[src/rtl/spi_mem_bridge_pkg.sv]
// Shared command codes, frame constants and FSM state type for the SPI-to-RAM bridge.
package spi_mem_bridge_pkg;

    localparam logic [7:0]  CMD_WRITE = 8'h02;
    localparam logic [7:0]  CMD_READ  = 8'h03;
    localparam int unsigned CMD_BITS  = 8;

    typedef enum logic [2:0] {
        IDLE,
        CMD,
        ADDR,
        WDATA,
        RDATA,
        DISCARD
    } state_t;

endpackage

[src/rtl/spi_sync_edge.sv]
// Multi-flop synchronizer for a slow external clock pin with single-cycle rise/fall pulses.
module spi_sync_edge #(
    parameter int unsigned SYNC_STAGES = 2
) (
    input  logic clk,
    input  logic rst_n,
    input  logic d,
    output logic rise,
    output logic fall
);

    // Top bit is the previous synchronized value, used only for edge detection.
    logic [SYNC_STAGES:0] pipe_q;

    always_ff @(posedge clk or negedge rst_n) begin
        if (!rst_n) begin
            pipe_q <= '0;
        end else begin
            pipe_q <= {pipe_q[SYNC_STAGES-1:0], d};
        end
    end

    assign rise = pipe_q[SYNC_STAGES-1] & ~pipe_q[SYNC_STAGES];
    assign fall = ~pipe_q[SYNC_STAGES-1] & pipe_q[SYNC_STAGES];

endmodule

[src/rtl/spi_mem_bridge.sv]
// SPI mode-0 target that drives a single-port RAM; frames are cmd, addr, then data words.
// Build option: define SPI_MEM_BRIDGE_AUTOINC_EN for burst address auto-increment.
module spi_mem_bridge
    import spi_mem_bridge_pkg::*;
#(
    parameter int unsigned ADDR_WIDTH  = 8,
    parameter int unsigned DATA_WIDTH  = 32,
    parameter int unsigned SYNC_STAGES = 2
) (
    input  logic                  clk,
    input  logic                  rst_n,
    input  logic                  spi_sclk,
    input  logic                  spi_cs_n,
    input  logic                  spi_mosi,
    output logic                  spi_miso,
    output logic                  mem_en,
    output logic                  mem_we,
    output logic [ADDR_WIDTH-1:0] mem_addr,
    output logic [DATA_WIDTH-1:0] mem_wdata,
    input  logic [DATA_WIDTH-1:0] mem_rdata,
    output logic                  busy,
    output logic                  cmd_err
);

    localparam int unsigned CNT_W = $clog2(DATA_WIDTH);

    logic sclk_rise, sclk_fall;
    // Plain synchronizers assume SYNC_STAGES >= 2.
    logic [SYNC_STAGES-1:0] cs_pipe_q, mosi_pipe_q;
    logic cs_s, mosi_s;

    spi_sync_edge #(
        .SYNC_STAGES (SYNC_STAGES)
    ) u_sclk_sync (
        .clk   (clk),
        .rst_n (rst_n),
        .d     (spi_sclk),
        .rise  (sclk_rise),
        .fall  (sclk_fall)
    );

    always_ff @(posedge clk or negedge rst_n) begin
        if (!rst_n) begin
            cs_pipe_q   <= '1;
            mosi_pipe_q <= '0;
        end else begin
            cs_pipe_q   <= {cs_pipe_q[SYNC_STAGES-2:0], spi_cs_n};
            mosi_pipe_q <= {mosi_pipe_q[SYNC_STAGES-2:0], spi_mosi};
        end
    end

    assign cs_s   = cs_pipe_q[SYNC_STAGES-1];
    assign mosi_s = mosi_pipe_q[SYNC_STAGES-1];

    state_t                state_q, state_d;
    logic                  rd_mode_q, rd_mode_d;
    logic [CNT_W-1:0]      bit_cnt_q, bit_cnt_d;
    logic [DATA_WIDTH-1:0] rx_shift_q, rx_shift_d;
    logic [DATA_WIDTH-1:0] tx_shift_q, tx_shift_d;
    logic                  rd_pend_q, rd_pend_d;
    logic                  mem_en_q, mem_en_d;
    logic                  mem_we_q, mem_we_d;
    logic [ADDR_WIDTH-1:0] mem_addr_q, mem_addr_d;
    logic [DATA_WIDTH-1:0] mem_wdata_q, mem_wdata_d;
    logic                  miso_q, miso_d;
    logic                  busy_q, busy_d;
    logic                  cmd_err_q, cmd_err_d;
    logic [DATA_WIDTH-1:0] rx_next;

    always_comb begin
        state_d     = state_q;
        rd_mode_d   = rd_mode_q;
        bit_cnt_d   = bit_cnt_q;
        rx_shift_d  = rx_shift_q;
        tx_shift_d  = tx_shift_q;
        rd_pend_d   = 1'b0;
        mem_en_d    = 1'b0;
        mem_we_d    = 1'b0;
        mem_addr_d  = mem_addr_q;
        mem_wdata_d = mem_wdata_q;
        miso_d      = miso_q;
        busy_d      = busy_q;
        cmd_err_d   = 1'b0;
        rx_next     = {rx_shift_q[DATA_WIDTH-2:0], mosi_s};

`ifdef SPI_MEM_BRIDGE_AUTOINC_EN
        if (mem_we_q) begin
            mem_addr_d = mem_addr_q + 1'b1;
        end
`endif
        if (rd_pend_q) begin
            mem_en_d = 1'b1;
        end
        // Read strobe cycle: capture the word and present its MSB ahead of the first rise.
        if (mem_en_q && !mem_we_q && state_q == RDATA) begin
            tx_shift_d = mem_rdata;
            miso_d     = mem_rdata[DATA_WIDTH-1];
        end

        unique case (state_q)
            IDLE: begin
                if (!cs_s) begin
                    state_d   = CMD;
                    busy_d    = 1'b1;
                    bit_cnt_d = '0;
                end
            end
            CMD: begin
                if (sclk_rise) begin
                    rx_shift_d = rx_next;
                    bit_cnt_d  = bit_cnt_q + 1'b1;
                    if (bit_cnt_q == CNT_W'(CMD_BITS - 1)) begin
                        bit_cnt_d = '0;
                        if (rx_next[7:0] == CMD_WRITE) begin
                            state_d   = ADDR;
                            rd_mode_d = 1'b0;
                        end else if (rx_next[7:0] == CMD_READ) begin
                            state_d   = ADDR;
                            rd_mode_d = 1'b1;
                        end else begin
                            state_d   = DISCARD;
                            cmd_err_d = 1'b1;
                        end
                    end
                end
            end
            ADDR: begin
                if (sclk_rise) begin
                    rx_shift_d = rx_next;
                    bit_cnt_d  = bit_cnt_q + 1'b1;
                    if (bit_cnt_q == CNT_W'(CMD_BITS - 1)) begin
                        bit_cnt_d  = '0;
                        mem_addr_d = rx_next[ADDR_WIDTH-1:0];
                        if (rd_mode_q) begin
                            state_d  = RDATA;
                            mem_en_d = 1'b1;
                        end else begin
                            state_d = WDATA;
                        end
                    end
                end
            end
            WDATA: begin
                if (sclk_rise) begin
                    rx_shift_d = rx_next;
                    bit_cnt_d  = bit_cnt_q + 1'b1;
                    if (bit_cnt_q == CNT_W'(DATA_WIDTH - 1)) begin
                        bit_cnt_d   = '0;
                        mem_wdata_d = rx_next;
                        mem_en_d    = 1'b1;
                        mem_we_d    = 1'b1;
                    end
                end
            end
            RDATA: begin
                if (sclk_rise) begin
                    bit_cnt_d = bit_cnt_q + 1'b1;
                    if (bit_cnt_q == CNT_W'(DATA_WIDTH - 1)) begin
                        bit_cnt_d = '0;
                        rd_pend_d = 1'b1;
`ifdef SPI_MEM_BRIDGE_AUTOINC_EN
                        mem_addr_d = mem_addr_q + 1'b1;
`endif
                    end
                end else if (sclk_fall && bit_cnt_q != '0) begin
                    // Falls that precede a word's first rise must not advance the shifter.
                    tx_shift_d = {tx_shift_q[DATA_WIDTH-2:0], 1'b0};
                    miso_d     = tx_shift_q[DATA_WIDTH-2];
                end
            end
            DISCARD: begin
            end
            default: begin
                state_d = IDLE;
            end
        endcase

        if (cs_s && state_q != IDLE) begin
            state_d   = IDLE;
            busy_d    = 1'b0;
            rd_pend_d = 1'b0;
        end
        if (state_d != RDATA) begin
            miso_d = 1'b0;
        end
    end

    always_ff @(posedge clk or negedge rst_n) begin
        if (!rst_n) begin
            state_q     <= IDLE;
            rd_mode_q   <= 1'b0;
            bit_cnt_q   <= '0;
            rx_shift_q  <= '0;
            tx_shift_q  <= '0;
            rd_pend_q   <= 1'b0;
            mem_en_q    <= 1'b0;
            mem_we_q    <= 1'b0;
            mem_addr_q  <= '0;
            mem_wdata_q <= '0;
            miso_q      <= 1'b0;
            busy_q      <= 1'b0;
            cmd_err_q   <= 1'b0;
        end else begin
            state_q     <= state_d;
            rd_mode_q   <= rd_mode_d;
            bit_cnt_q   <= bit_cnt_d;
            rx_shift_q  <= rx_shift_d;
            tx_shift_q  <= tx_shift_d;
            rd_pend_q   <= rd_pend_d;
            mem_en_q    <= mem_en_d;
            mem_we_q    <= mem_we_d;
            mem_addr_q  <= mem_addr_d;
            mem_wdata_q <= mem_wdata_d;
            miso_q      <= miso_d;
            busy_q      <= busy_d;
            cmd_err_q   <= cmd_err_d;
        end
    end

    assign spi_miso  = miso_q;
    assign mem_en    = mem_en_q;
    assign mem_we    = mem_we_q;
    assign mem_addr  = mem_addr_q;
    assign mem_wdata = mem_wdata_q;
    assign busy      = busy_q;
    assign cmd_err   = cmd_err_q;

endmodule

[config.mk]
export PLATFORM = sky130hd
export DESIGN_NAME = spi_mem_bridge
export DESIGN_NICKNAME = d
export VERILOG_FILES = /design/src/rtl/spi_mem_bridge_pkg.sv /design/src/rtl/spi_sync_edge.sv /design/src/rtl/spi_mem_bridge.sv
export SDC_FILE = /design/constraint.sdc
export NUM_CORES = 1
export LEC_CHECK = 0
export ABC_AREA = 1
export CAP_MARGIN = 15
export CORE_ASPECT_RATIO = 2
export CORE_MARGIN = 1
export CORE_UTILIZATION = 35
export DETAILED_ROUTE_END_ITERATION = 12
export PLACE_DENSITY = 0.54
export SYNTH_ARGS = -nofsm -noshare
export SYNTH_HDL_FRONTEND = slang
export SYNTH_HIERARCHICAL = 1
export SYNTH_SLANG_ARGS = --single-unit
[constraint.sdc]
create_clock -name clk -period 4 [get_ports clk]
set_input_delay 0.8 -clock clk [delete_from_list [all_inputs] [get_ports clk]]
set_output_delay 0.8 -clock clk [all_outputs]
set_load 0.02 [all_outputs]
# Word level (Yosys, flattened, before mapping)
# Index checks and enable logic that the tools add are counted.
# op_classes
addsub	1
reduce_logical	21
bitwise_logic	4
n_mux	47
n_eq_ne	14
# op_table
operator	n
$mux 32	4
$mux 3	9
$mux 1	26
$mux 5	5
$eq 8x2->1 const B	2
$pmux 5 s3	1
$pmux 3 s4	1
$reduce_and 4->1	2
$eq 3x2->1 const B	2
$eq 3x3->1 const B	2
$ne 2x1->1 const B	3
$reduce_and 3->1	2
$reduce_bool 3->1	2
$reduce_or 3->1	2
$add 5x1->5 const B	1
$eq 5x3->1 const B	1
$eq 5x5->1 const B	1
$reduce_bool 5->1	1
$logic_and 1x1->1	4
$reduce_and 2->1	2
$reduce_bool 2->1	2
$reduce_or 2->1	2
$eq 3x1->1 const B	1
$logic_not 3->1	1
6 further kinds	8
# word_totals
inputBits	37
register_bits	125

# Depth between registers and ports, before layout
# Gate-level depths: netlist of run 1.
# depth
word_depth	9
mapped_depth	11
ltp_nobuf	11

# By module
# Netlist of run 1, hierarchy kept.
# by_module_without_submodules
module	cells_per_inst	instances	area_each_um2
spi_mem_bridge	565	1	5158.7
spi_sync_edge	7	1	90.1

# Worst setup path before layout of run 1
# No wires, ideal clock.
# synth_timing
path_kind	reg2reg
start	register bit_cnt_q[1]
end	register mem_wdata_q[3] (netlist: mem_wdata[3])
synth_period_minus_slack_ps	1528
arrival_ps	1409
stages_incl_launch_ff	11
setup_slack_ps	2472
path_cell_list	dfrtp_1 ha_1 nand2_1 nor2_1 ha_1 nand2_1 nor2_4 inv_4 buf_6 nand2_1 o21ai_2
# synth_between
elab_chain_len	2
# synth_rtl
item	line	source
from (decl)	spi_mem_bridge.sv:57	logic [CNT_W-1:0] bit_cnt_q, bit_cnt_d;
from (signal assigned)	spi_mem_bridge.sv:206	bit_cnt_q <= bit_cnt_d;
$eq 5x5->1	spi_mem_bridge.sv:147	if (bit_cnt_q == CNT_W'(DATA_WIDTH - 1)) begin
$reduce_and 3->1 (no line)	n/a	
to (signal assigned)	spi_mem_bridge.sv:213	mem_wdata_q <= mem_wdata_d;
to (decl)	spi_mem_bridge.sv:64	logic [DATA_WIDTH-1:0] mem_wdata_q, mem_wdata_d;
# No other way between the ends.
# A chain may end at the register's enable or synchronous reset.

# Worst setup path in the final report of run 1
# layout_timing
start	register mem_wdata_q[5] (netlist: mem_wdata[5])
end	output port mem_wdata[5]
# layout_rtl
item	line	source
to (decl)	spi_mem_bridge.sv:19	output logic [DATA_WIDTH-1:0] mem_wdata,
# No word-level cell between the ends.

==> run summary, run 1 <==
CTS root buf: clkbuf_16
Final Cell Area: 6750 um2
Final Setup Violations: 0
Headroom to the max-slew limit: 0.370
Tightest Pin Transition: 0.941 ns
Die width: 88.6 um
CP endpoint kind: output port
VDD IR max: 0.329 mV
Leak: 3.09 nW
Fin nets: 691
Routed Antenna Nets: 0
Post-CTS Resized: 0
Slowest CP cell: clkdlybuf4s50_1
Power, Total: 0.00334 W
Clock-pin slew on the worst setup and hold paths: 0.06 ns
Largest delay contributor family on the critical path: buffers and inverters
Hold-fix buffers at CTS: 0
Starting DRT DRC Count: 142
First drt pass iteration count: 4
Core area: 14700 um2
Initial antenna violation count: 0
Power per cell area: 495 nW/um2
Clk sink count: 124
Worst path max stage delay: 0.61 ns
RSZ-0062 raised after global routing: no
H-tree levels: 4
Via count: 3954
Hold slack: 0.348 ns
Cell taking the most area after synthesis: dfrtp_1
# diodes: 0
#FFs+latches synth: 124
Crit-path cells: clkdlybuf4s50_1
Drt total wl: 11500 um
Total GRT Usage: 0.162
Synth Warn #: 6
Avg Cell Area, Syn: 9.18 um2
Crit path arrival time: 1.39 ns
Post-DP HPWL: 7700 um
Ports: 82
Critical Path Source Type: register
Via density per instance: 4.61
TritonCTS Buffers: 17
Die area: 15500 um2
Min cycle time layout: 2.19 ns
Max Root-Sink Buffers: 2
Fin. Hold Viols: 0
Ranking of synthesized cells by area: dfrtp_1, nand2_1, o21ai_0
Share of layout cells above drive strength 1: 0.0952
Clk_lat worst skew: 0.41 ns
Syn nets: 614
HP Class: reg2reg
Final period utilization: 0.548
Fmax: 456 MHz
Share of synthesized cell area in full adder, half adder and majority cells: 0.0119
Largest family of logic cells by synthesized area: compound AO/OA/AOI/OAI gates
Largest net degree at the start of global routing: 64
Row count: 63
Mux share of post-synthesis cell area: 0
Most frequent cells in the layout: dfrtp_1, nand2_1, inv_1
Floorplan die height: 175 um
Sequential share of the synthesized area: 0.592
Synthesized area: 5250 um2
Crit path required time: 3.20 ns
Worst clock skew: 0.00495 ns
Post-synthesis xor/xnor area fraction: 0
Critical setup path kind: reg2out
# DRC: 0
Placed insts: 825
Post-Layout Cell Count: 857
GRT Residual Overflow: 0
Synth Area in Compound Gates: 0.176
Routability cong.: 0.858
Maxcap violations: 0
Slew Limit Fails: 0
Post-Synth Simple-Gate Area: 0.121
Most common cell after layout, fill and taps aside: dfrtp_1
First-pass GRT wire length: 19200 um
Mapped Cells: 572
Area after DPL: 6140 um2
Unique cell type count in the Yosys netlist: 25
Run status: finished, final reports clean
Starting Density: 0.356
Sum Neg Setup Slack: 0 ns
Buffer count from post-CTS setup fixing: 0
Post-synth top area share: 0.582
P&R area growth vs syn: 28.5%
WP buf/inv: 1
Worst-path maximum fanout: 2
Vias in the first global route: 4079
DR WL/cell: 13.4 um
Count of input and output buffers: 81
CTS tree: yes
[area by class of cell]
class                      instances  area, um2
multi-input combinational        335       1620
timing repair buffer              83        836
clock buffer                      20        467
sequential                       124       3110
fill                            1451       8000
inverter                          88        333
tap                              195        244
clock inverter                    12        138
[per-stage QoR]
stage	worst slack (ns)	util
2_1_floorplan	2.47	-
6_report	1.81	0.458
3_3_place_gp	1.82	0.417
4_1_cts	1.78	0.458
5_1_grt	1.49	0.458
3_5_place_dp	1.80	0.417
[cells in the mapped netlist]
cell and count:
clkbuf_2 2, clkinv_1 1, dfrtp_1 122, nand2_1 105, buf_6 12, o21ai_2 10
nor2_1 25, inv_4 1, a21oi_1 31, dfstp_2 2, nand3_1 13, o22ai_1 2
buf_2 3, nor2_4 2, inv_2 5, nand2_2 3, nor2_2 3, a22oi_1 1
clkbuf_1 8, o21ai_1 58, o21ai_0 74, ha_1 5, inv_1 81, nand2_4 1
nor3_1 2
[registers in the layout, indices dropped and copies added, names as in the netlist]
register and cells:
u_sclk_sync/pipe_q 3, rx_shift_q 31, mem_en 1, tx_shift_q 31
cs_pipe_q 2, busy 1, rd_pend_q 1, mem_addr 8
bit_cnt_q 5, rd_mode_q 1, spi_miso 1, mem_we 1
mosi_pipe_q 2, mem_wdata 32, cmd_err 1, state_q 3
[where the power goes]
part / leakage (nW) / total (W) / switching [W] / internal (W)
sequential: 1.55 / 0.00138 / 0.0000530 / 0.00133
combinational: 1.25 / 0.000410 / 0.000268 / 0.000142
clock: 0.293 / 0.00154 / 0.000573 / 0.000971
total: 3.09 / 0.00334 / 0.000894 / 0.00244
[per-layer routing]
metal  vias to the layer above  global-route usage  share of wire
met3                        20              0.0425          0.048
met4                         0              0.0793          0.023
met5                         -                   0              0
met2                        84               0.275           0.51
met1                      1863               0.183           0.42
li1                       1987                   -              -
[logic make-up (layout without fill, tap and decap cells)]
logic type,count (synthesis),count (layout)
AO/OA/AOI/OAI,176,176
flip-flops,124,124
adder cells (fa/ha/maj),5,5
AND/OR/NAND/NOR,154,154
buffers and inverters,113,203
[path summary, 6_finish.rpt]
path | endpoint | start | cells past startpoint | slack [ns]
setup / recovery | mem_wdata[5] | mem_wdata[5]$_DFFE_PN0P_ | 1 | 1.81
hold / removal | mosi_pipe_q[1]$_DFF_PN0_ | mosi_pipe_q[0]$_DFF_PN0_ | 0 | 0.35
setup reg to reg | tx_shift_q[12]$_DFF_PN0_ | bit_cnt_q[4]$_DFFE_PN0P_ | 7 | 1.83
hold reg to reg | mosi_pipe_q[1]$_DFF_PN0_ | mosi_pipe_q[0]$_DFF_PN0_ | 0 | 0.35
max in group asynchronous | mem_wdata[13]$_DFFE_PN0P_ | rst_n | 2 | 2.70
min in group asynchronous | tx_shift_q[1]$_DFF_PN0_ | rst_n | 1 | 0.47
No activity file was read; power rests on OpenSTA's default activity.
==> run 2: changes to the inputs <==
- clock period: 4 -> 2.1 ns (I/O delays scaled with it)
==> run 2 against run 1 <==
The flow now finishes with violations (negative hold slack). Core utilization grew 0.56 points. First-iteration DRC count grew 25%. Sequential share of layout area shrank 0.56 points. Clock power grew 94%. Global-route usage grew 0.28 points. Sequential cell count is the same. Critical path type is now reg2reg. Non-clock buffer count grew 8. Total power grew 92%. Worst hold slack lost 0.35 ns. Clock skew grew 0.015 ns.
==> run summary, run 2 (synthesized netlist as in run 1, its figures left out) <==
Run status: complete, but fails checks
Violated checks: negative hold slack
Internal power: 0.00461 W (+88%)
Power share of the sequential group: 0.412 (-0.003)
Crit path arrival time: 2.20 ns (+0.81 ns)
Sum Neg Setup Slack: 0 ns (unchanged)
Crit-path cells: ha_1, nand2_1, nor2_1, ha_1, nand2_1, nor2_4, inv_4, buf_4, nand2_1, o21ai_1
RSZ-0062 raised after global routing: no
CP endpoint kind: register
Routability cong.: 0.851 (-0.89%)
Headroom to the max-slew limit: 0.614 (+0.244)
Critical Path Source Type: register
VDD IR max: 0.747 mV (+130%)
CTS tree: yes
H-tree levels: 4 (unchanged)
HP Class: in2async
First-pass GRT wire length: 19600 um (+2.0%)
Most common cell after layout, fill and taps aside: dfrtp_1
Worst-path maximum fanout: 28 (+26)
TritonCTS Buffers: 17 (unchanged)
Net switching power: 0.00179 W (+100%)
Starting DRT DRC Count: 178 (+25%)
Slew Limit Fails: 0 (unchanged)
Post-CTS Resized: 0 (unchanged)
WP buf/inv: 2 (+1)
Vias in the first global route: 4150 (+1.7%)
Post-DP HPWL: 7990 um (+3.7%)
Buffer count from post-CTS setup fixing: 0 (unchanged)
Switching Share: 0.280 (+0.0123)
Worst clock skew: 0.0203 ns (+0.0153 ns)
Fin. Hold Viols: 8 (+8)
Drt total wl: 11700 um (+1.4%)
DR WL/cell: 13.5 um (+0.50%)
Largest net degree at the start of global routing: 63 (-1.6%)
Clk sink count: 124 (unchanged)
Critical path's most frequent cell: nand2_1
CTS root buf: clkbuf_16
Final Cell Area: 6830 um2 (+1.2%)
Tightest Pin Transition: 0.579 ns (-0.363 ns)
Clk_lat worst skew: 0.41 ns (about the same)
Area after DPL: 6230 um2 (+1.4%)
Power, Total: 0.00640 W (+92%)
Final Setup Violations: 0 (unchanged)
Hold-fix buffers at CTS: 0 (unchanged)
Clock power frac: 0.466 (+0.003)
Ports: 82 (unchanged)
Routed Antenna Nets: 0 (unchanged)
Largest register FFs: 32 (unchanged)
Critical setup path kind: reg2reg
P&R area growth vs syn: 30.1%
GRT Residual Overflow: 0 (unchanged)
Via count: 4032 (+2.0%)
Most frequent cells in the layout: dfrtp_1, nand2_1, inv_1
Die width: 88.6 um (unchanged)
Fmax: 535 MHz
Maxcap violations: 0 (unchanged)
Pre-CTS setup slack: 0.250 ns (-1.55 ns)
Floorplan die height: 175 um (unchanged)
Largest delay contributor family on the critical path: buffers and inverters
Hold slack: -0.00319 ns (-0.351 ns)
Crit path required time: 2.43 ns (-0.77 ns)
Min cycle time layout: 1.87 ns
Power per cell area: 937 nW/um2 (+89%)
Via density per instance: 4.66 (+1.0%)
Core area: 14700 um2 (unchanged)
Fin nets: 699 (+1.2%)
Starting Density: 0.356 (unchanged)
Share of layout cells above drive strength 1: 0.104 (+0.00931)
Core Util, Final: 0.463 (+0.00560)
Worst path max stage delay: 0.40 ns (-0.21 ns)
Total GRT Usage: 0.165 (+0.00281)
Leak: 3.13 nW (+1.4%)
Initial antenna violation count: 0 (unchanged)
# diodes: 0 (unchanged)
# DRC: 0 (unchanged)
Gate power share: 0.122 (about the same)
Max Root-Sink Buffers: 2 (unchanged)
Die area: 15500 um2 (unchanged)
Slowest CP cell: dfrtp_1
Clock-pin slew on the worst setup and hold paths: 0.06 ns (about the same)
Fin worst setup slack: 0.231 ns (-1.58 ns)
Count of input and output buffers: 81 (unchanged)
Final period utilization: 0.890
Row count: 63 (unchanged)
First drt pass iteration count: 4 (unchanged)
==> run 2: cell count changes in the layout (fill, tap and decap cells not counted), moves of 2 or more <==
cell	before	now
buf_12	1	3
buf_4	2	8
clkbuf_8	3	0
clkinv_2	2	0
clkinv_4	4	2
inv_6	2	4
inv_8	0	4
==> run 2: worst paths after layout <==
check,startpoint,endpoint,slack (ns),cells past startpoint
worst min-delay path,rst_n,tx_shift_q[25]$_DFF_PN0_,-0.003,1
max in group asynchronous,rst_n,cs_pipe_q[0]$_DFF_PN1_,1.46,2
worst max-delay path,bit_cnt_q[1]$_DFFE_PN0P_,mem_wdata[23]$_DFFE_PN0P_,0.23,10
worst min register to register,u_sclk_sync/pipe_q[0]$_DFF_PN0_,u_sclk_sync/pipe_q[1]$_DFF_PN0_,0.35,0
worst max register to register,bit_cnt_q[1]$_DFFE_PN0P_,mem_wdata[23]$_DFFE_PN0P_,0.23,10
min in group clk,u_sclk_sync/pipe_q[0]$_DFF_PN0_,u_sclk_sync/pipe_q[1]$_DFF_PN0_,0.35,0
==> run 2: routing by layer <==
metal | part of all wire | GRT usage | wire [um] | up-vias
met1 | 0.42 | 0.194 | 4950 | 1898
li1 | - | - | - | 2003
met4 | 0.026 | 0.0726 | 298 | 0
met5 | 0 | 0 | 0 | -
met2 | 0.50 | 0.275 | 5800 | 107
met3 | 0.052 | 0.0435 | 602 | 24
==> run 2: final cells by class <==
cell class	instances	area [um2]
fillers	1446	7910
multi-input cells	335	1620
well taps	195	244
flip-flops and latches	124	3110
clock buffers	18	429
repair buffers	91	921
inverters	88	333
clock inverters	14	173
==> run 2: through the flow <==
stage          hold slack [ns]  cells
2_1_floorplan            0.124    572
3_3_place_gp             0.335    833
3_5_place_dp             0.337    833
4_1_cts                0.00374    865
5_1_grt                 0.0294    865
6_report              -0.00319    865
==> run 2: power groups by stage <==
stage | combinational (W) | clock [W] | sequential [W]
after floorplan | 0.000479 | 0 | 0.00266
after global placement | 0.000767 | 0 | 0.00267
after detailed placement | 0.000783 | 0 | 0.00268
after CTS | 0.000790 | 0.00307 | 0.00264
after global routing | 0.000903 | 0.00317 | 0.00266
final | 0.000779 | 0.00298 | 0.00264
